===== config.mk =====
export PLATFORM = sky130hd
export DESIGN_NAME = cfu_cmd_issuer_flat
export DESIGN_NICKNAME = d
export VERILOG_FILES = /design/src/rtl/cfu_cmd_issuer_pkg.sv /design/src/rtl/cfu_cmd_issuer_if.sv /design/src/rtl/cfu_sync_fifo.sv /design/src/rtl/cfu_cmd_issuer.sv /design/src/flat_wrapper.sv
export SDC_FILE = /design/constraint.sdc
export NUM_CORES = 1
export LEC_CHECK = 0
export BUFFER_PORTS_ARGS = -buffer_cell sky130_fd_sc_hd__buf_2
export CORE_MARGIN = 10
export CORE_UTILIZATION = 52
export DETAILED_ROUTE_END_ITERATION = 6
export PLACE_DENSITY = 0.73
export SYNTH_ARGS = -nofsm -noshare
export SYNTH_HDL_FRONTEND = slang
export SYNTH_SLANG_ARGS = --single-unit

===== constraint.sdc =====
create_clock -name clk -period 6.11 [get_ports clk]
set_input_delay 1.222 -clock clk [delete_from_list [all_inputs] [get_ports clk]]
set_output_delay 1.222 -clock clk [all_outputs]
set_load 0.1 [all_outputs]

===== src/rtl/cfu_cmd_issuer_pkg.sv =====
// Shared types and constants for the CFU command issuer.
// Optional response watchdog is enabled by defining CFU_ISSUER_TIMEOUT_EN.
package cfu_issuer_pkg;

    localparam int FUNC_ID_W = 10;
    localparam int DATA_W    = 32;

    localparam logic [31:0] TIMEOUT_DATA = 32'hDEADBEEF;

    typedef enum logic [1:0] {
        IDLE  = 2'd0,
        ISSUE = 2'd1,
        WAIT  = 2'd2
    } state_t;

    typedef struct packed {
        logic [FUNC_ID_W-1:0] function_id;
        logic [DATA_W-1:0]    inputs_0;
        logic [DATA_W-1:0]    inputs_1;
    } cmd_entry_t;

endpackage


===== src/rtl/cfu_cmd_issuer_if.sv =====
// CPU<->CFU cmd/rsp channel; master is the issuer, slave is the CFU.
interface cfu_cmd_issuer_if;
    import cfu_issuer_pkg::*;

    logic                 cmd_valid;
    logic                 cmd_ready;
    logic [FUNC_ID_W-1:0] cmd_payload_function_id;
    logic [DATA_W-1:0]    cmd_payload_inputs_0;
    logic [DATA_W-1:0]    cmd_payload_inputs_1;
    logic                 rsp_valid;
    logic                 rsp_ready;
    logic [DATA_W-1:0]    rsp_payload_outputs_0;

    modport master (
        output cmd_valid, cmd_payload_function_id, cmd_payload_inputs_0, cmd_payload_inputs_1,
        input  cmd_ready,
        input  rsp_valid, rsp_payload_outputs_0,
        output rsp_ready
    );

    modport slave (
        input  cmd_valid, cmd_payload_function_id, cmd_payload_inputs_0, cmd_payload_inputs_1,
        output cmd_ready,
        output rsp_valid, rsp_payload_outputs_0,
        input  rsp_ready
    );

endinterface


===== src/rtl/cfu_sync_fifo.sv =====
// Show-ahead synchronous FIFO with count-based full/empty flags.
module cfu_sync_fifo #(
    parameter int WIDTH = 32,
    parameter int DEPTH = 4
) (
    input  logic             clk,
    input  logic             reset_n,
    input  logic             push,
    input  logic [WIDTH-1:0] din,
    input  logic             pop,
    output logic [WIDTH-1:0] dout,
    output logic             full,
    output logic             empty
);
    localparam int AW = $clog2(DEPTH);
    localparam int CW = AW + 1;

    if (DEPTH < 2 || (DEPTH & (DEPTH - 1)) != 0) begin : g_bad_depth
        $error("cfu_sync_fifo: DEPTH must be a power of two >= 2");
    end

    logic [WIDTH-1:0] mem_r [DEPTH];
    logic [AW-1:0]    wr_ptr_r;
    logic [AW-1:0]    rd_ptr_r;
    logic [CW-1:0]    count_r;
    logic             push_ok_s;
    logic             pop_ok_s;

    assign full      = (count_r == CW'(DEPTH));
    assign empty     = (count_r == {CW{1'b0}});
    assign push_ok_s = push && !full;
    assign pop_ok_s  = pop && !empty;
    assign dout      = mem_r[rd_ptr_r];

    // Storage, pointers and occupancy count.
    always_ff @(posedge clk or negedge reset_n) begin
        if (!reset_n) begin
            for (int i = 0; i < DEPTH; i++) begin
                mem_r[i] <= {WIDTH{1'b0}};
            end
            wr_ptr_r <= {AW{1'b0}};
            rd_ptr_r <= {AW{1'b0}};
            count_r  <= {CW{1'b0}};
        end else begin
            if (push_ok_s) begin
                mem_r[wr_ptr_r] <= din;
                wr_ptr_r        <= wr_ptr_r + AW'(1);
            end
            if (pop_ok_s) begin
                rd_ptr_r <= rd_ptr_r + AW'(1);
            end
            case ({push_ok_s, pop_ok_s})
                2'b10:   count_r <= count_r + CW'(1);
                2'b01:   count_r <= count_r - CW'(1);
                default: count_r <= count_r;
            endcase
        end
    end

endmodule


===== src/rtl/cfu_cmd_issuer.sv =====
// Buffers host commands, issues them one at a time to a CFU and queues results.
// Define CFU_ISSUER_TIMEOUT_EN to add a response watchdog and an error flag per result.
module cfu_cmd_issuer
    import cfu_issuer_pkg::*;
#(
    parameter int CMD_DEPTH = 4,
    parameter int RSP_DEPTH = 4,
    parameter int TIMEOUT   = 255
) (
    input  logic                 clk,
    input  logic                 reset_n,
    input  logic                 req_valid,
    output logic                 req_ready,
    input  logic [FUNC_ID_W-1:0] req_function_id,
    input  logic [DATA_W-1:0]    req_inputs_0,
    input  logic [DATA_W-1:0]    req_inputs_1,
    output logic                 res_valid,
    input  logic                 res_ready,
    output logic [DATA_W-1:0]    res_data,
    output logic                 res_error,
    cfu_cmd_issuer_if.master     cfu,
    output logic                 busy,
    output logic [15:0]          issued_count
);
    if (TIMEOUT < 1) begin : g_bad_timeout
        $error("cfu_cmd_issuer: TIMEOUT must be >= 1");
    end

`ifdef CFU_ISSUER_TIMEOUT_EN
    localparam int RSP_W = DATA_W + 1;
    localparam int TO_W  = ($clog2(TIMEOUT + 1) > 8) ? $clog2(TIMEOUT + 1) : 8;
    logic [TO_W-1:0] to_cnt_r;
`else
    localparam int RSP_W = DATA_W;
`endif

    state_t           state_r;
    state_t           state_nxt_s;
    cmd_entry_t       cmd_head_s;
    logic             cmd_full_s;
    logic             cmd_empty_s;
    logic             cmd_pop_s;
    logic             rsp_full_s;
    logic             rsp_empty_s;
    logic             rsp_push_s;
    logic [RSP_W-1:0] rsp_din_s;
    logic [RSP_W-1:0] rsp_dout_s;

    cfu_sync_fifo #(.WIDTH($bits(cmd_entry_t)), .DEPTH(CMD_DEPTH)) u_cmd_fifo (
        .clk     (clk),
        .reset_n (reset_n),
        .push    (req_valid),
        .din     ({req_function_id, req_inputs_0, req_inputs_1}),
        .pop     (cmd_pop_s),
        .dout    (cmd_head_s),
        .full    (cmd_full_s),
        .empty   (cmd_empty_s)
    );

    cfu_sync_fifo #(.WIDTH(RSP_W), .DEPTH(RSP_DEPTH)) u_rsp_fifo (
        .clk     (clk),
        .reset_n (reset_n),
        .push    (rsp_push_s),
        .din     (rsp_din_s),
        .pop     (res_ready),
        .dout    (rsp_dout_s),
        .full    (rsp_full_s),
        .empty   (rsp_empty_s)
    );

    assign req_ready = !cmd_full_s;
    assign res_valid = !rsp_empty_s;
    assign res_data  = rsp_dout_s[DATA_W-1:0];
`ifdef CFU_ISSUER_TIMEOUT_EN
    assign res_error = rsp_dout_s[DATA_W];
`else
    assign res_error = 1'b0;
`endif

    assign cfu.cmd_payload_function_id = cmd_head_s.function_id;
    assign cfu.cmd_payload_inputs_0    = cmd_head_s.inputs_0;
    assign cfu.cmd_payload_inputs_1    = cmd_head_s.inputs_1;
    // The CFU loops cmd_valid/rsp_ready back combinationally, so both decode from state only.
    assign cfu.cmd_valid = (state_r == ISSUE);
    assign cfu.rsp_ready = (state_r == ISSUE) || (state_r == WAIT);
    assign busy          = (state_r != IDLE);

    // Next-state decode, cmd pop and rsp push.
    always_comb begin
        state_nxt_s = state_r;
        cmd_pop_s   = 1'b0;
        rsp_push_s  = 1'b0;
        rsp_din_s   = RSP_W'(cfu.rsp_payload_outputs_0);
        case (state_r)
            IDLE: begin
                // Entering ISSUE only with a free rsp slot reserves it for this command.
                if (!cmd_empty_s && !rsp_full_s) begin
                    state_nxt_s = ISSUE;
                end else begin
                    state_nxt_s = IDLE;
                end
            end
            ISSUE: begin
                if (cfu.cmd_ready) begin
                    cmd_pop_s = 1'b1;
                    if (cfu.rsp_valid) begin
                        rsp_push_s  = 1'b1;
                        state_nxt_s = IDLE;
                    end else begin
                        state_nxt_s = WAIT;
                    end
                end else begin
                    state_nxt_s = ISSUE;
                end
            end
            WAIT: begin
                if (cfu.rsp_valid) begin
                    rsp_push_s  = 1'b1;
                    state_nxt_s = IDLE;
`ifdef CFU_ISSUER_TIMEOUT_EN
                end else if (to_cnt_r == TO_W'(TIMEOUT - 1)) begin
                    rsp_push_s  = 1'b1;
                    rsp_din_s   = {1'b1, TIMEOUT_DATA};
                    state_nxt_s = IDLE;
`endif
                end else begin
                    state_nxt_s = WAIT;
                end
            end
            default: begin
                state_nxt_s = IDLE;
            end
        endcase
    end

    // State register and completed-handshake counter.
    always_ff @(posedge clk or negedge reset_n) begin
        if (!reset_n) begin
            state_r      <= IDLE;
            issued_count <= 16'd0;
        end else begin
            state_r <= state_nxt_s;
            if (cmd_pop_s) begin
                issued_count <= issued_count + 16'd1;
            end
        end
    end

`ifdef CFU_ISSUER_TIMEOUT_EN
    // Watchdog: zero outside WAIT, counts WAIT cycles.
    always_ff @(posedge clk or negedge reset_n) begin
        if (!reset_n) begin
            to_cnt_r <= {TO_W{1'b0}};
        end else if (state_r != WAIT) begin
            to_cnt_r <= {TO_W{1'b0}};
        end else begin
            to_cnt_r <= to_cnt_r + TO_W'(1);
        end
    end
`endif

endmodule

===== src/flat_wrapper.sv =====
// flat-port wrapper written by rule: the top's interface ports become plain ports
module cfu_cmd_issuer_flat import cfu_issuer_pkg::*;
#(
    parameter int CMD_DEPTH = 4,
    parameter int RSP_DEPTH = 4,
    parameter int TIMEOUT   = 255
)
  (clk, reset_n, req_valid, req_ready, req_function_id, req_inputs_0, req_inputs_1, res_valid, res_ready, res_data, res_error, busy, issued_count, cfu_cmd_valid, cfu_cmd_payload_function_id, cfu_cmd_payload_inputs_0, cfu_cmd_payload_inputs_1, cfu_cmd_ready, cfu_rsp_valid, cfu_rsp_payload_outputs_0, cfu_rsp_ready);
  cfu_cmd_issuer_if cfu_i ();
  input  logic clk;
  input  logic reset_n;
  input  logic req_valid;
  output logic req_ready;
  input  logic [FUNC_ID_W-1:0] req_function_id;
  input  logic [DATA_W-1:0] req_inputs_0;
  input  logic [DATA_W-1:0] req_inputs_1;
  output logic res_valid;
  input  logic res_ready;
  output logic [DATA_W-1:0] res_data;
  output logic res_error;
  output logic busy;
  output logic [15:0] issued_count;
  output wire logic [$bits(cfu_i.cmd_valid)-1:0] cfu_cmd_valid;
  output wire logic [$bits(cfu_i.cmd_payload_function_id)-1:0] cfu_cmd_payload_function_id;
  output wire logic [$bits(cfu_i.cmd_payload_inputs_0)-1:0] cfu_cmd_payload_inputs_0;
  output wire logic [$bits(cfu_i.cmd_payload_inputs_1)-1:0] cfu_cmd_payload_inputs_1;
  input wire logic [$bits(cfu_i.cmd_ready)-1:0] cfu_cmd_ready;
  input wire logic [$bits(cfu_i.rsp_valid)-1:0] cfu_rsp_valid;
  input wire logic [$bits(cfu_i.rsp_payload_outputs_0)-1:0] cfu_rsp_payload_outputs_0;
  output wire logic [$bits(cfu_i.rsp_ready)-1:0] cfu_rsp_ready;
  assign cfu_cmd_valid = cfu_i.cmd_valid;
  assign cfu_cmd_payload_function_id = cfu_i.cmd_payload_function_id;
  assign cfu_cmd_payload_inputs_0 = cfu_i.cmd_payload_inputs_0;
  assign cfu_cmd_payload_inputs_1 = cfu_i.cmd_payload_inputs_1;
  assign cfu_i.cmd_ready = cfu_cmd_ready;
  assign cfu_i.rsp_valid = cfu_rsp_valid;
  assign cfu_i.rsp_payload_outputs_0 = cfu_rsp_payload_outputs_0;
  assign cfu_rsp_ready = cfu_i.rsp_ready;
  cfu_cmd_issuer #(.CMD_DEPTH(CMD_DEPTH), .RSP_DEPTH(RSP_DEPTH), .TIMEOUT(TIMEOUT)) u_core (.clk(clk), .reset_n(reset_n), .req_valid(req_valid), .req_ready(req_ready), .req_function_id(req_function_id), .req_inputs_0(req_inputs_0), .req_inputs_1(req_inputs_1), .res_valid(res_valid), .res_ready(res_ready), .res_data(res_data), .res_error(res_error), .cfu(cfu_i), .busy(busy), .issued_count(issued_count));
endmodule

# Yosys cells after proc, flatten, opt, wreduce, memory -nomap -nowiden
# Index checks and enable logic that the tools add are counted.
totals:
  elab_cells: 84
  inputBits: 112
  output_inout_bits: 128
  reg_bits: 456
op_classes:
  bitwise_logic: 4
  order_cmp: 6
  n_eq_ne: 8
  add_sub_neg: 9
  reduce_logical: 18
  muxes: 23
op_table:
  columns: ["op", "count"]
  rows:
  - ["bitwise mux 296 bit", 1]
  - ["2-to-1 mux 74 bit", 3]
  - ["binary-select mux 74 bit (select 2 bit)", 1]
  - ["demux 74 bit (select 2 bit)", 1]
  - ["bitwise mux 128 bit", 1]
  - ["2-to-1 mux 32 bit", 3]
  - ["binary-select mux 32 bit (select 2 bit)", 1]
  - ["demux 32 bit (select 2 bit)", 1]
  - ["adder 16 x 1 -> 16 bit (second input constant)", 1]
  - [">= comparator 3 bit (second input constant)", 4]
  - ["NOT 2 -> 3 bit", 4]
  - ["case mux 3 bit (2 select lines)", 2]
  - ["adder 2 x 1 -> 2 bit (second input constant)", 4]
  - ["logical AND 1 bit", 7]
  - ["adder 3 x 1 -> 3 bit (second input constant)", 2]
  - ["equality test 2 x 1 -> 1 bit (second input constant)", 3]
  - ["equality test 2 bit (second input constant)", 3]
  - ["equality test 3 bit (second input constant)", 2]
  - ["logical NOT 3 bit", 2]
  - ["less-than comparator 3 x 1 -> 1 bit (second input constant)", 2]
  - ["case mux 2 bit (3 select lines)", 1]
  - ["nonzero test 2 bit", 3]
  - ["subtractor 3 x 1 -> 3 bit (second input constant)", 2]
  - ["2-to-1 mux 1 bit", 5]
  - ["5 further kinds", 9]

# Depth between registers and ports, before layout
# Gate-level depths: netlist of run 1.
logic_depth:
  depth_word: 6
  depth_mapped: 11
  depth_no_buf: 11

# Modules after synthesis
# A second synthesis of run 1 with hierarchy kept.
unflattened:
  cells_unflattened: 1185
  hier_area_um2: 20106.8
modules_own_cells:
  columns: ["module", "cells_per_inst", "seq_area_each_um2", "area_per_inst_um2", "n_inst"]
  rows:
  - ["cfu_sync_fifo at u_core.u_cmd_fifo", 755, 7582.3, 13249.0, 1]
  - ["cfu_sync_fifo at u_core.u_rsp_fifo", 348, 3378.2, 5963.2, 1]
  - ["cfu_cmd_issuer", 82, 450.4, 894.6, 1]

# Worst setup path before layout of run 1
# OpenSTA, ideal clock, no wires.
synth_timing:
  kind: "reg2out"
  from: "register u_core.u_cmd_fifo.rd_ptr_r[0]"
  to: "output cfu_cmd_payload_function_id[0]"
  slack_ns: 3.087
  arrival_ns: 1.801
  path_stages_with_launch: 5
  path_cell_list: "dfrtp_1 -> clkbuf_1 -> buf_2 -> buf_2 -> mux4_2"
synth_between:
  elab_chain_len: 4
synth_lines:
  columns: ["element", "line", "text"]
  rows:
  - ["start, declared", "cfu_sync_fifo.sv:24", "logic [AW-1:0] rd_ptr_r;"]
  - ["start signal, assigned", "cfu_sync_fifo.sv:42", "rd_ptr_r <= {AW{1'b0}};"]
  - ["start signal, assigned", "cfu_sync_fifo.sv:50", "rd_ptr_r <= rd_ptr_r + AW'(1);"]
  - ["NOT 2 -> 3 bit (not written as such)", "cfu_sync_fifo.sv:33", "assign dout = mem_r[rd_ptr_r];"]
  - ["binary-select mux 74 bit (select 2 bit)", "cfu_sync_fifo.sv:33", null]
  - ["2-to-1 mux 74 bit (not written as such) (2 in a row)", "cfu_sync_fifo.sv:33", null]
  - ["end, declared", "flat_wrapper.sv:24", "output wire logic [$bits(cfu_i.cmd_payload_function_id)-1:0] cfu_cmd_payload_function_id;"]
# No other way between the ends. The select of a mux whose other input is x is not followed.

# Worst setup path after layout of run 1
layout_timing:
  from: "register u_core.u_cmd_fifo.rd_ptr_r[0]"
  to: "output cfu_cmd_payload_inputs_1[30]"
layout_between:
  elab_chain_len: 4
layout_lines:
  columns: ["element", "line", "text"]
  rows:
  - ["NOT 2 -> 3 bit (not written as such)", "cfu_sync_fifo.sv:33", null]
  - ["binary-select mux 74 bit (select 2 bit)", "cfu_sync_fifo.sv:33", null]
  - ["2-to-1 mux 74 bit (not written as such) (2 in a row)", "cfu_sync_fifo.sv:33", null]
  - ["end, declared", "flat_wrapper.sv:26", "output wire logic [$bits(cfu_i.cmd_payload_inputs_1)-1:0] cfu_cmd_payload_inputs_1;"]
# No other way between the ends. The select of a mux whose other input is x is not followed.

==> flow_summary_export.csv, run 1 <==
group,metric,value,unit
cts,numCtsBuffers,47,
worst_setup_path,cp.arrival,2.97,ns
die,die_h,216,microns
synthesis,yosysMostFrequentCell,"dfrtp_1",
die,die_w,216,microns
routing,dr.pass1.iters,5,
timing,fin_worst_skew,0.0223,ns
synthesis,syn-num-nets,1313,
routing,vias,11000,
timing,maxSlewViolCount,0,
routing,routed_wl,43400,microns
cts,cts-htree-levels,2,
cts,cts-root-buf,"clkbuf_16",
cts,hold_buffers,0,
timing,fmax,239,MHz
die,rows,71,
synthesis,synth_warnings,0,
synthesis,synth_edf_count,0,
run,maxCapViolCount,0,
global_routing,grtUsageTotal,19.0,%
cts,cts_sinks,456,
cts,ctsResizeCount,0,
routing,drc,0,
worst_setup_path,end_kind,"primary output",
timing,setup_violations,0,
timing,hold_viol,0,
cts,cts_setup_buffers,0,
global_routing,grt_max_degree,170,
global_routing,grt-ovfl-total,0,
final_layout,drive_above_1_share,57.0,%
timing,min_period,4.19,ns
synthesis,synth_top_area_share,57.4,%
worst_setup_path,start_kind,"flop",
synthesis,synthFlopType,"dfrtp_1",
routing,via_per_inst,5.64,
synthesis,avgSynthCellArea,16.8,sq um
timing,fin_setup_tns,0,ns
timing,worst_slew_pin_slew,0.981,ns
status,status,"complete, no violations",
final_layout,area_growth,15.4,%
timing,timing.final.crit_share,68.6,%
synthesis,netlist_area,0.0199,sq mm
worst_setup_path,cp_max_fo,38,
synthesis,synth_common_cells,"456 x dfrtp_1, 386 x mux2_2, 106 x mux4_2",
cts,clkTransAtPathRegs,0.06,ns
placement,routabilityCongestion,0.744,
worst_setup_path,required,4.89,ns
timing,rsz0062_at_grt,"no",
placement,hpwlAfterDp,28500,microns
routing,drt_iter0_drc,608,
global_routing,grt_pass1_wl,70700,microns
cts,cts_tree,"yes",
synthesis,synth_seq_area_share,57.4,%
global_routing,antenna_found_initial,6,
global_routing,grt_pass1_vias,12400,
cts,clockBufferDepth,3,
synthesis,synth_cell_types,29,
worst_setup_path,reg2reg_slack,3.19,ns
routing,wl_per_cell,22.1,microns
synthesis,ys_async_sr_fraction,100,%
die,ioPinCount,240,
synthesis,synth_seq_cells,456,
die,core_area,0.0377,sq mm
timing,slew-limit-headroom,34.6,%
synthesis,synthCells,1184,
synthesis,synth.area.top_cells,"dfrtp_1 57%, mux2_2 22%, mux4_2 12%",
min_path,hp-class,"reg2reg",
die,initial_utilization,52.8,%
synthesis,synth_area_leader_cell,"dfrtp_1",
final_layout,nets,1543,
routing,antenna_left,0,
placement,io_buffers,238,
cts,clk_latency,0.57,ns
die,dieArea,0.0465,sq mm
worst_setup_path,critPathKind,"reg2out",
[worst max-delay path: stages (launching register included)]
cell	delay [ns]
dfrtp_4	0.97
buf_4	0.51
mux4_2	0.58
buf_2	0.31
[layout make-up]
class / count / area, sq um
fillers: 2869 / 14700
flip-flops and latches: 456 / 11400
multi-input cells: 639 / 8000
clock buffers: 73 / 1400
repair buffers: 255 / 1350
well taps: 511 / 639
clock inverters: 7 / 66.3
inverters: 15 / 56.3
diodes: 4 / 10.0
[worst paths after layout]
kind | start | cells past startpoint | endpoint
setup reg to reg | u_core.state_r[1]$_DFF_PN0_ | 7 | u_core.u_rsp_fifo.mem_r[39]$_DFFE_PN0P_
min in group asynchronous | reset_n | 1 | u_core.u_rsp_fifo.mem_r[80]$_DFFE_PN0P_
hold reg to reg | u_core.issued_count[15]$_DFFE_PN0P_ | 1 | u_core.issued_count[15]$_DFFE_PN0P_
setup / recovery | u_core.u_cmd_fifo.rd_ptr_r[0]$_DFFE_PN0P_ | 3 | cfu_cmd_payload_inputs_1[30]
hold / removal | u_core.issued_count[15]$_DFFE_PN0P_ | 1 | u_core.issued_count[15]$_DFFE_PN0P_
max in group asynchronous | reset_n | 2 | u_core.u_cmd_fifo.mem_r[41]$_DFFE_PN0P_
[layer usage]
layer	vias to the layer above	routed length, microns	global-route usage, %
li1	4821	-	-
met1	5923	18200	24.1
met2	232	21600	31.8
met3	64	2760	5.54
met4	8	728	4.20
met5	-	50	0
[kinds of logic (layout without fill, tap and decap cells)]
| kind of cell | count (synthesis) | count (layout) | synth area share [%] |
|---|---|---|---|
| compound gates | 9 | 9 | 0.371 |
| xor+xnor | 27 | 27 | 1.19 |
| fa+ha+maj | 17 | 17 | 1.15 |
| buf+inv | 89 | 350 | 2.51 |
| flops | 456 | 456 | 57.4 |
| mux | 531 | 531 | 36.1 |
| other cells | 1 | 5 | 0.0189 |
| simple gates | 54 | 54 | 1.30 |
[through the flow]
stage | util (%) | setup WS, ns | instances | cell area [sq um] | hold slack (ns)
floorplan | - | 3.09 | 1184 | 19900 | 0.452
global placement | 57.0 | 2.45 | 1876 | 21500 | 0.460
detailed placement | 57.0 | 2.41 | 1876 | 21500 | 0.469
CTS | 60.9 | 1.80 | 1956 | 22900 | 0.482
global route | 60.9 | 1.68 | 1956 | 22900 | 0.489
finish | 60.9 | 1.92 | 1960 | 23000 | 0.480
[layout by cell type, fill, tap and decap left out, types with 5 or more instances in the layout]
cell type and instances:
clkbuf_16 47, nor2_1 9, ha_1 15, nand2_1 17, xnor2_1 14, mux2_2 386, xor2_1 13, nor3_1 5
and2_1 5, inv_1 15, nand3_1 5, dfrtp_1 453, buf_4 15, buf_2 237, mux4_2 106, clkbuf_1 13
clkbuf_8 13, mux2_1 39
[sequential cells by signal, summed over array words and instances, names as in the netlist]
signal	count
u_core.u_cmd_fifo.count_r	3
u_core.state_r	2
u_core.issued_count	16
u_core.u_cmd_fifo.mem_r	296
u_core.u_cmd_fifo.wr_ptr_r	2
u_core.u_rsp_fifo.mem_r	128
u_core.u_rsp_fifo.wr_ptr_r	2
u_core.u_rsp_fifo.rd_ptr_r	2
u_core.u_rsp_fifo.count_r	3
u_core.u_cmd_fifo.rd_ptr_r	2
Power of run 1 is not shown: default switching activity piles up to over one toggle a cycle in this logic, so the estimate is an artifact.
==> run 2, diff against run 1 <==
--- a/config.mk
+++ b/config.mk
@@ -5,11 +5,12 @@
 export SDC_FILE = /design/constraint.sdc
 export NUM_CORES = 1
 export LEC_CHECK = 0
+export ABC_AREA = 1
 export BUFFER_PORTS_ARGS = -buffer_cell sky130_fd_sc_hd__buf_2
 export CORE_MARGIN = 10
 export CORE_UTILIZATION = 52
 export DETAILED_ROUTE_END_ITERATION = 6
-export PLACE_DENSITY = 0.73
+export PLACE_DENSITY = 0.72
 export SYNTH_ARGS = -nofsm -noshare
 export SYNTH_HDL_FRONTEND = slang
 export SYNTH_SLANG_ARGS = --single-unit
==> constraint.sdc (replaced) <==
create_clock -name clk -period 4.31 [get_ports clk]
set_input_delay 0.862 -clock clk [delete_from_list [all_inputs] [get_ports clk]]
set_output_delay 0.862 -clock clk [all_outputs]
set_load 0.1 [all_outputs]
==> run 2 against run 1 <==
- the flow now finishes with violations (DRC)
- hold slack worse by 0.18 ns
- synthesized cell count up 130%
- core utilization down 0.95 points
- highest routed layer unchanged
- die area up 6.8%
==> flow_summary_export.csv, run 2 <==
group,metric,value,unit
status,status,"finished, violations left",
status,violations,"DRC",
worst_setup_path,cp_top_family,"buffers and inverters",
synthesis,synth_edf_count,0,
routing,wl_per_cell,19.4,microns
synthesis,synth_warnings,0,
cts,numCtsBuffers,50,
synthesis,synth_seq_area_share,53.4,%
final_layout,layout_commonest_cell,"nand2_1",
final_layout,nets,2903,
final_layout,layout_common_cells,"889 x nand2_1, 512 x o21ai_0, 453 x dfrtp_1, 237 x buf_2, 232 x nor2_1",
global_routing,grt_pass1_vias,19300,
synthesis,netlist_area,0.0214,sq mm
final_layout,top_register,"u_core.u_cmd_fifo.mem_r",
placement,routabilityCongestion,0.828,
cts,clkTransAtPathRegs,0.06,ns
worst_setup_path,max_stage_delay,0.87,ns
die,dieArea,0.0496,sq mm
min_path,hp-class,"in2async",
routing,drt_iter0_drc,2061,
synthesis,ys_async_sr_fraction,100,%
worst_setup_path,worstPathCellList,"inv_1 -> buf_4 -> o21ai_0 -> o22ai_1 -> buf_2",
timing,slew-limit-headroom,14.8,%
run,maxCapViolCount,0,
synthesis,synthFlopType,"dfrtp_1",
global_routing,grt_pass1_wl,105000,microns
die,rows,74,
cts,cts_setup_buffers,0,
final_layout,fin_cells,3354,
cts,cts-root-buf,"clkbuf_16",
synthesis,syn-num-nets,2793,
routing,drc,1,
final_layout,top_regs,"u_core.u_cmd_fifo.mem_r x296, u_core.u_rsp_fifo.mem_r x128, u_core.issued_count x16",
synthesis,synth_top_area_share,53.4,%
cts,clk_latency,0.59,ns
worst_setup_path,end_kind,"primary output",
synthesis,synthCells,2664,
timing,min_period,3.84,ns
timing,hold_viol,0,
timing,timing.final.crit_share,89.1,%
die,die_h,223,microns
global_routing,antenna_found_initial,12,
cts,cts-htree-levels,2,
worst_setup_path,cp_max_fo,34,
worst_setup_path,critPathKind,"reg2out",
routing,vias,19700,
worst_setup_path,cpMaxStageDelayCell,"dfrtp_1",
synthesis,synth_seq_cells,456,
global_routing,grt_max_degree,264,
global_routing,grt-ovfl-total,0,
timing,rsz0062_at_grt,"no",
die,die_w,223,microns
cts,hold_buffers,0,
routing,dr.pass1.iters,7,
worst_setup_path,cp.arrival,2.98,ns
placement,place_inst,3254,
synthesis,synth_cell_types,25,
timing,fin_setup_tns,0,ns
die,ioPinCount,240,
final_layout,area_growth,14.3,%
cts,cts_sinks,456,
placement,io_buffers,238,
worst_setup_path,required,3.45,ns
routing,routed_wl,65100,microns
final_layout,drive_above_1_share,13.5,%
timing,worst_slew_pin_slew,1.28,ns
routing,via_per_inst,5.88,
cts,cts_tree,"yes",
synthesis,synth_common_cells,"889 x nand2_1, 512 x o21ai_0, 456 x dfrtp_1",
timing,setup_violations,0,
synthesis,synth.area.top_cells,"dfrtp_1 53%, nand2_1 16%, o21ai_0 12%",
worst_setup_path,start_kind,"flop",
placement,hpwlAfterDp,36400,microns
cts,clockBufferDepth,3,
synthesis,yosysMostFrequentCell,"nand2_1",
cts,ctsResizeCount,0,
die,initial_utilization,52.5,%
timing,fin_worst_skew,0.0187,ns
final_layout,largest_reg_flops,296,
global_routing,grtUsageTotal,25.4,%
timing,maxSlewViolCount,0,
die,core_area,0.0407,sq mm
routing,antenna_left,0,
worst_setup_path,path_buf_inv,3,
synthesis,synth_area_leader_cell,"dfrtp_1",
timing,fmax,260,MHz
synthesis,avgSynthCellArea,8.02,sq um
## run 2: changes by cell type after synthesis, sizes merged, moves of 106 or more
cell	change
clkbuf	+127
mux2	-425
mux4	-106
nand2	+870
nand4	+132
nor2	+229
o21ai	+508
o22ai	+106
## run 2: path summary, 6_finish.rpt
check	to	slack, ns	from	cells past startpoint
worst min-delay path	u_core.u_cmd_fifo.mem_r[93]$_DFFE_PN0P_	0.30	reset_n	1
max in group asynchronous	u_core.u_cmd_fifo.mem_r[41]$_DFFE_PN0P_	2.85	reset_n	3
min in group clk	u_core.u_rsp_fifo.mem_r[46]$_DFFE_PN0P_	0.47	u_core.u_rsp_fifo.mem_r[46]$_DFFE_PN0P_	2
worst max register to register	u_core.u_rsp_fifo.mem_r[91]$_DFFE_PN0P_	1.48	u_core.state_r[1]$_DFF_PN0_	10
worst max-delay path	res_data[21]	0.47	u_core.u_rsp_fifo.rd_ptr_r[1]$_DFFE_PN0P_	5
worst min register to register	u_core.u_rsp_fifo.mem_r[46]$_DFFE_PN0P_	0.47	u_core.u_rsp_fifo.mem_r[46]$_DFFE_PN0P_	2
## run 2: metrics by stage
| stage | instance area, sq um | setup WS [ns] | hold WS, ns | util, % |
|---|---|---|---|---|
| after global routing | 24400 | 0.390 | 0.347 | 59.9 |
| after floorplan | 21400 | 0.815 | 0.437 | - |
| after CTS | 24400 | 0.527 | 0.328 | 59.9 |
| after detailed placement | 22800 | 1.16 | 0.453 | 55.9 |
| after global placement | 22800 | 1.14 | 0.447 | 55.9 |
| final | 24400 | 0.469 | 0.304 | 60.0 |
## run 2: area by class of cell
type	count	area [sq um]
repair buffers	280	1620
clock buffers	70	1440
clock inverters	21	216
multi-input cells	1941	8890
fillers	3650	16300
flip-flops and latches	456	11400
inverters	45	175
diodes	9	22.5
well taps	532	666
## run 2: cells by family after synthesis
group / synth area share (%)
compound gates: 15.2
buf+inv: 5.27
xor+xnor: 0.779
other cells: 0.0175
simple gates: 24.3
fa+ha+maj: 1.07
flops: 53.4
## run 2: worst register-to-register path: stages, from the launching register on
cell     delay (ns)
dfrtp_1        0.40
inv_1          0.08
ha_1           0.23
nand2_2        0.16
inv_2          0.16
nor2_2         0.07
nor2_4         0.35
nand3_1        0.64
buf_4          0.47
nand2_1        0.10
nand2_1        0.06
## run 2: per-layer routing
layer / vias to the layer above / routed length (microns) / part of all wire [%] / track usage, %
li1: 9065 / - / - / -
met1: 9687 / 27200 / 42 / 33.8
met2: 859 / 31000 / 48 / 41.0
met3: 114 / 5580 / 8.6 / 5.63
met4: 10 / 1190 / 1.8 / 7.61
met5: - / 70 / 0.11 / 0
Power of run 2 is left out for the same reason.
